`src/rtl/wall_query_arbiter_if.sv`:
```
// Wall-lookup sharing bus: requester side (Req/Ack/Is_Wall) plus the single lookup port.
// master: the movers and the maze lookup; slave: the arbiter.
interface wall_query_arbiter_if #(
   parameter int unsigned N_REQ   = 5,
   parameter int unsigned COORD_W = 10
);
   logic [N_REQ-1:0]         Req;
   logic [N_REQ*COORD_W-1:0] Req_X;
   logic [N_REQ*COORD_W-1:0] Req_Y;
   logic                     Lookup_Valid;
   logic [COORD_W-1:0]       Lookup_X;
   logic [COORD_W-1:0]       Lookup_Y;
   logic                     Lookup_Is_Wall;
   logic [N_REQ-1:0]         Ack;
   logic [N_REQ-1:0]         Is_Wall;

   modport master (
      output Req, Req_X, Req_Y, Lookup_Is_Wall,
      input  Lookup_Valid, Lookup_X, Lookup_Y, Ack, Is_Wall
   );

   modport slave (
      input  Req, Req_X, Req_Y, Lookup_Is_Wall,
      output Lookup_Valid, Lookup_X, Lookup_Y, Ack, Is_Wall
   );
endinterface

```
`src/rtl/wall_query_arbiter.sv`:
```
// Round-robin arbiter sharing one maze wall-lookup port among N_REQ movers
// (0 = pacman, 1..N_REQ-1 = ghosts). One probe issued per clock, answers returned
// to the asking mover after a fixed LAT-cycle lookup latency.
// Optional: define WALL_ARB_PACMAN_PRIORITY_EN to give requester 0 fixed priority.
module wall_query_arbiter #(
   parameter int unsigned N_REQ   = 5,
   parameter int unsigned LAT     = 1,
   parameter int unsigned COORD_W = 10
) (
   input logic               Clk,
   input logic               Reset,
   wall_query_arbiter_if.slave bus
);

   localparam int unsigned PTR_W = (N_REQ > 1) ? $clog2(N_REQ) : 1;
   localparam logic [PTR_W:0] NREQ_W = (PTR_W + 1)'(N_REQ);
   localparam logic [PTR_W-1:0] LAST_IDX = PTR_W'(N_REQ - 1);

   logic [PTR_W-1:0]   ptr_q, ptr_d;
   logic [N_REQ-1:0]   in_flight_q, in_flight_d;
   logic [N_REQ-1:0]   eligible;
   logic [N_REQ-1:0]   rot;
   logic [2*N_REQ-1:0] rot_dbl;
   logic [PTR_W-1:0]   offset;
   logic [PTR_W:0]     sum;
   logic [PTR_W-1:0]   winner;
   logic               grant_valid;
   logic               pri_win;
   logic [N_REQ-1:0]   grant;
   logic [COORD_W-1:0] sel_x, sel_y;
   logic               sel_oob;

   logic [N_REQ-1:0]   issue_tag_q;
   logic               issue_oob_q;
   logic [COORD_W-1:0] lookup_x_q, lookup_y_q;

   logic [N_REQ-1:0]   tag_pipe_q [LAT];
   logic               oob_pipe_q [LAT];
   logic [N_REQ-1:0]   ack;
   logic               ack_oob;
   logic [N_REQ-1:0]   is_wall_q;

   assign ack     = tag_pipe_q[LAT-1];
   assign ack_oob = oob_pipe_q[LAT-1];

   // A requester whose answer returns this cycle is free to be granted again.
   assign eligible = bus.Req & ~(in_flight_q & ~ack);

   // Rotate eligibility so bit 0 is the pointer position.
   assign rot_dbl = {eligible, eligible} >> ptr_q;
   assign rot     = rot_dbl[N_REQ-1:0];

`ifdef WALL_ARB_PACMAN_PRIORITY_EN
   assign pri_win = eligible[0];
`else
   assign pri_win = 1'b0;
`endif

   // Pick the first eligible requester at or after the pointer.
   always_comb begin
      grant_valid = 1'b0;
      offset      = '0;
      for (int k = 0; k < int'(N_REQ); k++) begin
         if (!grant_valid && rot[k]) begin
            grant_valid = 1'b1;
            offset      = PTR_W'(k);
         end
      end
      sum = {1'b0, ptr_q} + {1'b0, offset};
      if (sum >= NREQ_W) begin
         sum = sum - NREQ_W;
      end
      winner = sum[PTR_W-1:0];
      if (pri_win) begin
         grant_valid = 1'b1;
         winner      = '0;
      end
   end

   // One-hot grant, winner's coordinates and out-of-screen detection.
   always_comb begin
      grant = '0;
      sel_x = '0;
      sel_y = '0;
      for (int k = 0; k < int'(N_REQ); k++) begin
         if (grant_valid && (winner == PTR_W'(k))) begin
            grant[k] = 1'b1;
            sel_x    = bus.Req_X[k*COORD_W +: COORD_W];
            sel_y    = bus.Req_Y[k*COORD_W +: COORD_W];
         end
      end
      // Catches underflowed edges such as X - Ball_Size wrapping to ~1023.
      sel_oob = (32'(sel_x) >= 32'd640) || (32'(sel_y) >= 32'd480);
   end

   // Pointer advance and in-flight bookkeeping; a fixed-priority win keeps the pointer.
   always_comb begin
      ptr_d = ptr_q;
      if (grant_valid && !pri_win) begin
         ptr_d = (winner == LAST_IDX) ? '0 : winner + PTR_W'(1);
      end
      in_flight_d = (in_flight_q & ~ack) | grant;
   end

   // Arbitration state.
   always_ff @(posedge Clk or posedge Reset) begin
      if (Reset) begin
         ptr_q       <= '0;
         in_flight_q <= '0;
      end else begin
         ptr_q       <= ptr_d;
         in_flight_q <= in_flight_d;
      end
   end

   // Issue stage: register the granted probe onto the lookup port.
   always_ff @(posedge Clk or posedge Reset) begin
      if (Reset) begin
         issue_tag_q <= '0;
         issue_oob_q <= 1'b0;
         lookup_x_q  <= '0;
         lookup_y_q  <= '0;
      end else begin
         issue_tag_q <= grant;
         issue_oob_q <= sel_oob;
         if (grant_valid) begin
            lookup_x_q <= sel_x;
            lookup_y_q <= sel_y;
         end
      end
   end

   // Tag pipeline matching the lookup latency.
   always_ff @(posedge Clk or posedge Reset) begin
      if (Reset) begin
         for (int i = 0; i < int'(LAT); i++) begin
            tag_pipe_q[i] <= '0;
            oob_pipe_q[i] <= 1'b0;
         end
      end else begin
         tag_pipe_q[0] <= issue_tag_q;
         oob_pipe_q[0] <= issue_oob_q;
         for (int i = 1; i < int'(LAT); i++) begin
            tag_pipe_q[i] <= tag_pipe_q[i-1];
            oob_pipe_q[i] <= oob_pipe_q[i-1];
         end
      end
   end

   // Per-requester result capture; off-screen probes read as wall.
   always_ff @(posedge Clk or posedge Reset) begin
      if (Reset) begin
         is_wall_q <= '0;
      end else begin
         for (int i = 0; i < int'(N_REQ); i++) begin
            if (ack[i]) begin
               is_wall_q[i] <= ack_oob | bus.Lookup_Is_Wall;
            end
         end
      end
   end

   assign bus.Lookup_Valid = (|issue_tag_q) & ~issue_oob_q;
   assign bus.Lookup_X     = lookup_x_q;
   assign bus.Lookup_Y     = lookup_y_q;
   assign bus.Ack          = ack;
   assign bus.Is_Wall      = is_wall_q;

endmodule
```
`src/flat_wrapper.sv`:
```
// flat-port wrapper written by rule: the top's interface ports become plain ports
module wall_query_arbiter_flat 
#(
   parameter int unsigned N_REQ   = 5,
   parameter int unsigned LAT     = 1,
   parameter int unsigned COORD_W = 10
)
  (Clk, Reset, bus_Req, bus_Req_X, bus_Req_Y, bus_Lookup_Is_Wall, bus_Lookup_Valid, bus_Lookup_X, bus_Lookup_Y, bus_Ack, bus_Is_Wall);
  wall_query_arbiter_if #(.N_REQ(N_REQ), .COORD_W(COORD_W)) bus_i ();
  input logic Clk;
  input logic Reset;
  input wire logic [$bits(bus_i.Req)-1:0] bus_Req;
  input wire logic [$bits(bus_i.Req_X)-1:0] bus_Req_X;
  input wire logic [$bits(bus_i.Req_Y)-1:0] bus_Req_Y;
  input wire logic [$bits(bus_i.Lookup_Is_Wall)-1:0] bus_Lookup_Is_Wall;
  output wire logic [$bits(bus_i.Lookup_Valid)-1:0] bus_Lookup_Valid;
  output wire logic [$bits(bus_i.Lookup_X)-1:0] bus_Lookup_X;
  output wire logic [$bits(bus_i.Lookup_Y)-1:0] bus_Lookup_Y;
  output wire logic [$bits(bus_i.Ack)-1:0] bus_Ack;
  output wire logic [$bits(bus_i.Is_Wall)-1:0] bus_Is_Wall;
  assign bus_i.Req = bus_Req;
  assign bus_i.Req_X = bus_Req_X;
  assign bus_i.Req_Y = bus_Req_Y;
  assign bus_i.Lookup_Is_Wall = bus_Lookup_Is_Wall;
  assign bus_Lookup_Valid = bus_i.Lookup_Valid;
  assign bus_Lookup_X = bus_i.Lookup_X;
  assign bus_Lookup_Y = bus_i.Lookup_Y;
  assign bus_Ack = bus_i.Ack;
  assign bus_Is_Wall = bus_i.Is_Wall;
  wall_query_arbiter #(.N_REQ(N_REQ), .LAT(LAT), .COORD_W(COORD_W)) u_core (.Clk(Clk), .Reset(Reset), .bus(bus_i));
endmodule
```
`config.mk`:
```
export PLATFORM = sky130hd
export DESIGN_NAME = wall_query_arbiter_flat
export DESIGN_NICKNAME = d
export VERILOG_FILES = /design/src/rtl/wall_query_arbiter_if.sv /design/src/rtl/wall_query_arbiter.sv /design/src/flat_wrapper.sv
export SDC_FILE = /design/constraint.sdc
export NUM_CORES = 1
export LEC_CHECK = 0
export ABC_CLOCK_PERIOD_IN_PS = 6500
export BUFFER_PORTS_ARGS = -buffer_cell sky130_fd_sc_hd__buf_2
export CAP_MARGIN = 20
export CORE_ASPECT_RATIO = 0.8
export CORE_UTILIZATION = 40
export DETAILED_ROUTE_END_ITERATION = 16
export GPL_TIMING_DRIVEN = 1
export PLACE_DENSITY_LB_ADDON = 0.2
export SLEW_MARGIN = 40
export SYNTH_ARGS = -nofsm -noshare
export SYNTH_HDL_FRONTEND = slang
export SYNTH_SLANG_ARGS = --single-unit
```
`constraint.sdc`:
```
create_clock -name Clk -period 6.5 [get_ports Clk]
set_input_delay 1.3 -clock Clk [delete_from_list [all_inputs] [get_ports Clk]]
set_output_delay 1.3 -clock Clk [all_outputs]
set_load 0.05 [all_outputs]
```
### After elaboration in Yosys (flattened, before gate mapping)

Index checks and enable logic that the tools add are counted.

* flip-flop bits (word level): 45
* bits of input ports: 108
* output and inout bits: 31
* word-level logic and storage cells: 74

* $add $sub $neg: 3
* $lt $le $gt $ge: 3
* eq/ne operators: 4
* shift-type cells: 1
* multiplexer cells: 26
* bitwise logic cells: 8
* reduce and logical (&&, ||, !) cells: 16

Operators by type and width (number)
* $mux W10: 10
* $mux W3: 4
* $mux W1: 11
* $and A5 B5 Y5: 2
* $ge A10 B10 Y1 const B: 1
* $ge A10 B9 Y1 const B: 1
* $not A5 Y5: 2
* $shr A10 B3 Y5: 1
* $logic_and A1 B1 Y1: 9
* $eq A3 B2 Y1 const B: 2
* $or A5 B5 Y5: 1
* $reduce_or A5 Y1: 1
* $add A3 B3 Y4: 1
* $ge A4 B3 Y1 const B: 1
* $logic_not A1 Y1: 4
* $add A3 B1 Y3 const B: 1
* $eq A3 B1 Y1 const B: 1
* $eq A3 B3 Y1 const B: 1
* $logic_not A3 Y1: 1
* $sub A3 B3 Y3 const B: 1
* $mux W2: 1
* $and A1 B1 Y1: 1
* $logic_or A1 B1 Y1: 1
* $not A1 Y1: 1
* $or A1 B1 Y1: 1

### Longest topological paths before layout

* depth after elaboration: 30
* depth in mapped cells: 27

### Worst setup path after synthesis

No wires, ideal clock.

* kind: input -> register
* from: input bus_Req[2]
* to: register u_core.issue_oob_q
* data arrival time: 5.597 ns
* path slack: 0.764 ns
* stages: 25
* path buffers: 1
* cell sequence: nor2b_1 -> a22oi_1 -> o221ai_1 -> o211ai_1 -> nand2b_1 -> o21ai_0 -> nand2_1 -> o21ai_0 -> ha_1 -> fa_1 -> inv_1 -> ha_1 -> nor2b_1 -> o21ai_0 -> xnor2_1 -> inv_1 -> ha_1 -> ha_1 -> nand2b_1 -> inv_1 -> clkbuf_1 -> o311a_1 -> o22a_1 -> o221ai_2 -> o2111ai_1

* cells in the longest elaborated chain, start to end: 27
* elaborated cells between the ends (all ways): 46

Ends and longest elaborated chain
* start: declaration: line flat_wrapper.sv:12 `input wire logic [$bits(bus_i.Req)-1:0] bus_Req;`
* $and A5 B5 Y5 (*): line wall_query_arbiter.sv:47 `assign eligible = bus.Req & ~(in_flight_q & ~ack);`
* $shr A10 B3 Y5 (*): line wall_query_arbiter.sv:50 `assign rot_dbl = {eligible, eligible} >> ptr_q;`
* $mux W1: line wall_query_arbiter.sv:64 `if (!grant_valid && rot[k]) begin`
* $logic_not A1 Y1: line wall_query_arbiter.sv:64
* $logic_and A1 B1 Y1: line wall_query_arbiter.sv:64
* $mux W1: line wall_query_arbiter.sv:64
* $logic_not A1 Y1: line wall_query_arbiter.sv:64
* $logic_and A1 B1 Y1: line wall_query_arbiter.sv:64
* [... 8 more ...]
* $ge A4 B3 Y1 or $sub A3 B3 Y3 (tied branches): line wall_query_arbiter.sv:70, wall_query_arbiter.sv:71
* $mux W3: line wall_query_arbiter.sv:70 `if (sum >= NREQ_W) begin`
* $logic_not A3 Y1: line wall_query_arbiter.sv:86 `if (grant_valid && (winner == PTR_W'(k))) begin`
* $logic_and A1 B1 Y1: line wall_query_arbiter.sv:86
* $mux W10 (5 in a row): line wall_query_arbiter.sv:86
* $ge A10 B10 Y1 or $ge A10 B9 Y1 (tied branches): line wall_query_arbiter.sv:93 `sel_oob = (32'(sel_x) >= 32'd640) || (32'(sel_y) >= 32'd480);`
* $logic_or A1 B1 Y1 (*): line wall_query_arbiter.sv:93
* via u_core.sel_oob: line wall_query_arbiter.sv:31 `logic sel_oob;`
* end signal: assignment: line wall_query_arbiter.sv:125 `issue_oob_q <= sel_oob;`
* end: declaration: line wall_query_arbiter.sv:34 `logic issue_oob_q;`

The timed path passes the listed nets; every way through them passes the cells marked *.
A chain may end at the register's enable or synchronous reset.

### Worst setup path after layout

Ends and elaborated chain as after synthesis.

==> summary.txt <==
Clocking
  – Post-CTS setup buffer count: 0
  – CTS tree: built
  – Clock buffer count from CTS: 5
  – Worst-path clk slew: 90 ps
  – Clock root cell: clkbuf_8
  – Clk sinks: 45
  – Clock Latency Late Sink: approximately 310 ps
  – Clock buffer depth: 2
  – Post-CTS Hold Fix Bufs: 0
  – H-tree levels: 2
  – PostCTS Resize Cnt: 0

Route
  – Routed len/inst: 15.4 um
  – Post-route DRC: 0
  – Iter 0 DRT Violations: 195
  – Total number of vias: around 3,500
  – WL final: 9680 um
  – Vias per inst: 5.49
  – Initial DRT Pass Iterations: 4
  – Antenna viol nets, final: 0

Global route
  – Residual overflow from global routing: 0
  – First-pass GRT wire length: 15,300 um
  – GRT Util Overall: 0.241
  – Vias in the first global route: just over 3,000
  – Largest net degree at the start of global routing: 46
  – Initial antenna violation count: 0

Synth
  – Library cells used by synthesis: 58
  – Syn nets: just over 500
  – Cell with the most instances after synthesis: nand2_1
  – Post-synthesis async set-or-reset flop share: 1.00
  – Mapped Cells: between 300 and 400
  – Post-synthesis area per instance: roughly 8.2 um2
  – Sequential fraction of the synthesis area: 0.352
  – Post-synth top cells: 72 x nand2_1, 45 x dfrtp_1, 43 x o21ai_0, 24 x nor2_1
  – Synth warn: 0
  – Synth Cell Area: between 3000 and 4000 um2
  – Synth Register Bits: 45
  – Synth top area share: 0.352
  – Number of synthesized flops with an enable pin: 0
  – Synth area leader: dfrtp_1
  – Top_reg_cell synth: dfrtp_1
  – Top cells by area, synth: dfrtp_1 35%, nand2_1 8.5%, o21ai_0 6.7%, nand2b_1 3.7%, ha_1 3.5%

Floorplanning
  – Die X: approximately 100 um
  – Die Area: about 8400 um2
  – Initial Util: 0.422
  – Chip height: between 80 and 90 um
  – Num ports: about 140
  – Site row count: 28
  – Core footprint: around 7600 um2

Final layout
  – Register area: roughly 1100 um2
  – Post-layout net count: about 640
  – Area Overhead vs Synth: 26.8%
  – Footprint of the multi-input gates: 1890 um2
  – Fill cell count: roughly 760
  – Diode count: 0
  – Layout cells sized above 1: 0.328

Worst hold path
  – Hold Path Class: flip-flop to flip-flop
  – Hold depth: 0

Timing
  – Tmin final: slightly above 6000 ps
  – Hold Vio Cnt, Final: 0
  – RSZ-0062 raised after global routing: false
  – Max frequency: around 170 MHz
  – Fin Clk Skew: roughly 9.9 ps
  – Final Max Tran Viols: 0
  – Setup TNS: 0 ps
  – Tightest Pin Transition: ~620 ps
  – Final Cycle Share: 0.929
  – Max_slew headroom: 0.586
  – Endpoints failing setup: 0

Setup path
  – Worst Setup Start Kind: input pin
  – CP Class: input pin to flip-flop
  – Worst Path Required: ~6700 ps
  – Worst reg-to-reg path cell count: 26
  – CP Capture Type: flip-flop
  – Crit Path Max Fanout: 16
  – Worst EP arrival: just over 6000 ps

Placed design
  – Hpwl dp: about 7500 um
  – IO buf count: around 140
  – Gpl congestion: between 0.8 and 0.9

Run status
  – Outcome: finished clean

Job
  – Max-cap violations: 0
-- through the flow --
stage	instances	hold WS, ps	utilization	setup WS [ps]	instance area (um2)
floorplan	392	354	-	764	3200
CTS	629	379	0.535	562	4050
detailed placement	621	358	0.523	259	3960
global route	629	394	0.535	10.0	4050
finish	629	377	0.535	460	4050
global placement	621	358	0.523	504	3960
-- path summary, 6_finish.rpt --
check	start	to	slack [ps]
worst min-delay path	u_core.issue_tag_q[2]	u_core.bus.Ack[2]	380
worst max register to register	u_core.ptr_q[1]	u_core.issue_oob_q	840
max in group asynchronous	Reset	u_core.bus.Lookup_X[9]	5070
min in group asynchronous	Reset	u_core.bus.Lookup_Y[0]	1050
worst max-delay path	bus_Req[2]	u_core.issue_oob_q	460
worst min register to register	u_core.issue_tag_q[2]	u_core.bus.Ack[2]	380
-- cells in the final DEF, fill, tap and decap left out, drive strengths merged, types with 10 or more instances in the layout --
master    n
dfrtp    45
o211ai   15
a22oi    10
o21ai    53
nor2     25
inv      15
nand2b   20
nand2    74
a21oi    19
buf     147
-- critical path, cell delays in order --
cell	delay, ps
buf_2	130
nor2b_1	140
a22oi_1	280
o221ai_1	140
o211ai_1	230
nand2b_1	180
o21ai_0	90
nand2_1	70
o21ai_0	90
ha_1	240
fa_1	500
inv_1	80
ha_1	230
nor2b_1	140
o21ai_0	340
xnor2_1	210
inv_1	120
ha_1	150
ha_1	310
nand2b_1	110
inv_1	170
buf_4	260
nand2b_1	80
o311a_1	120
o22a_1	200
o221ai_2	170
o2111ai_1	140
-- area by class of cell --
class / instances / area share
Multi-Input combinational cell: 309 / 0.466
Clock buffer: 6 / 0.0179
Timing Repair Buffer: 147 / 0.187
Clock inverter: 2 / 0.00371
Inverter: 15 / 0.0145
Sequential cell: 45 / 0.278
Tap cell: 105 / 0.0324
-- sequential cells by signal, summed over array words and instances (netlist names) --
name                 flops
u_core.bus.Lookup_Y     10
u_core.bus.Is_Wall       5
u_core.bus.Lookup_X     10
u_core.issue_oob_q       1
u_core.ptr_q             3
u_core.bus.Ack           5
u_core.ack_oob           1
u_core.in_flight_q       5
u_core.issue_tag_q       5
-- routing by layer --
layer  up-vias  GRT usage  share of wire
li1       1668          -              -
met1      1632      0.316           0.45
met2       137      0.403           0.47
met3        14     0.0477          0.069
met4         0     0.0700          0.014
met5         -          0              0
-- cells by family (layout without fill, tap and decap cells) --
family                     count (synthesis)  in the layout  synth area share
AOI/OAI and AO/OA                        142            142             0.297
xor gates and xnor gates                   1              1           0.00274
DFF                                       45             45             0.352
adders and majority gates                 10             10            0.0415
buffers and inverters                     38            170            0.0579
and+or+nand+nor                          152            152             0.234
muxes                                      4              4            0.0145
Power is not shown: default switching activity piles up to over one toggle a cycle in this logic, so the estimate is an artifact.
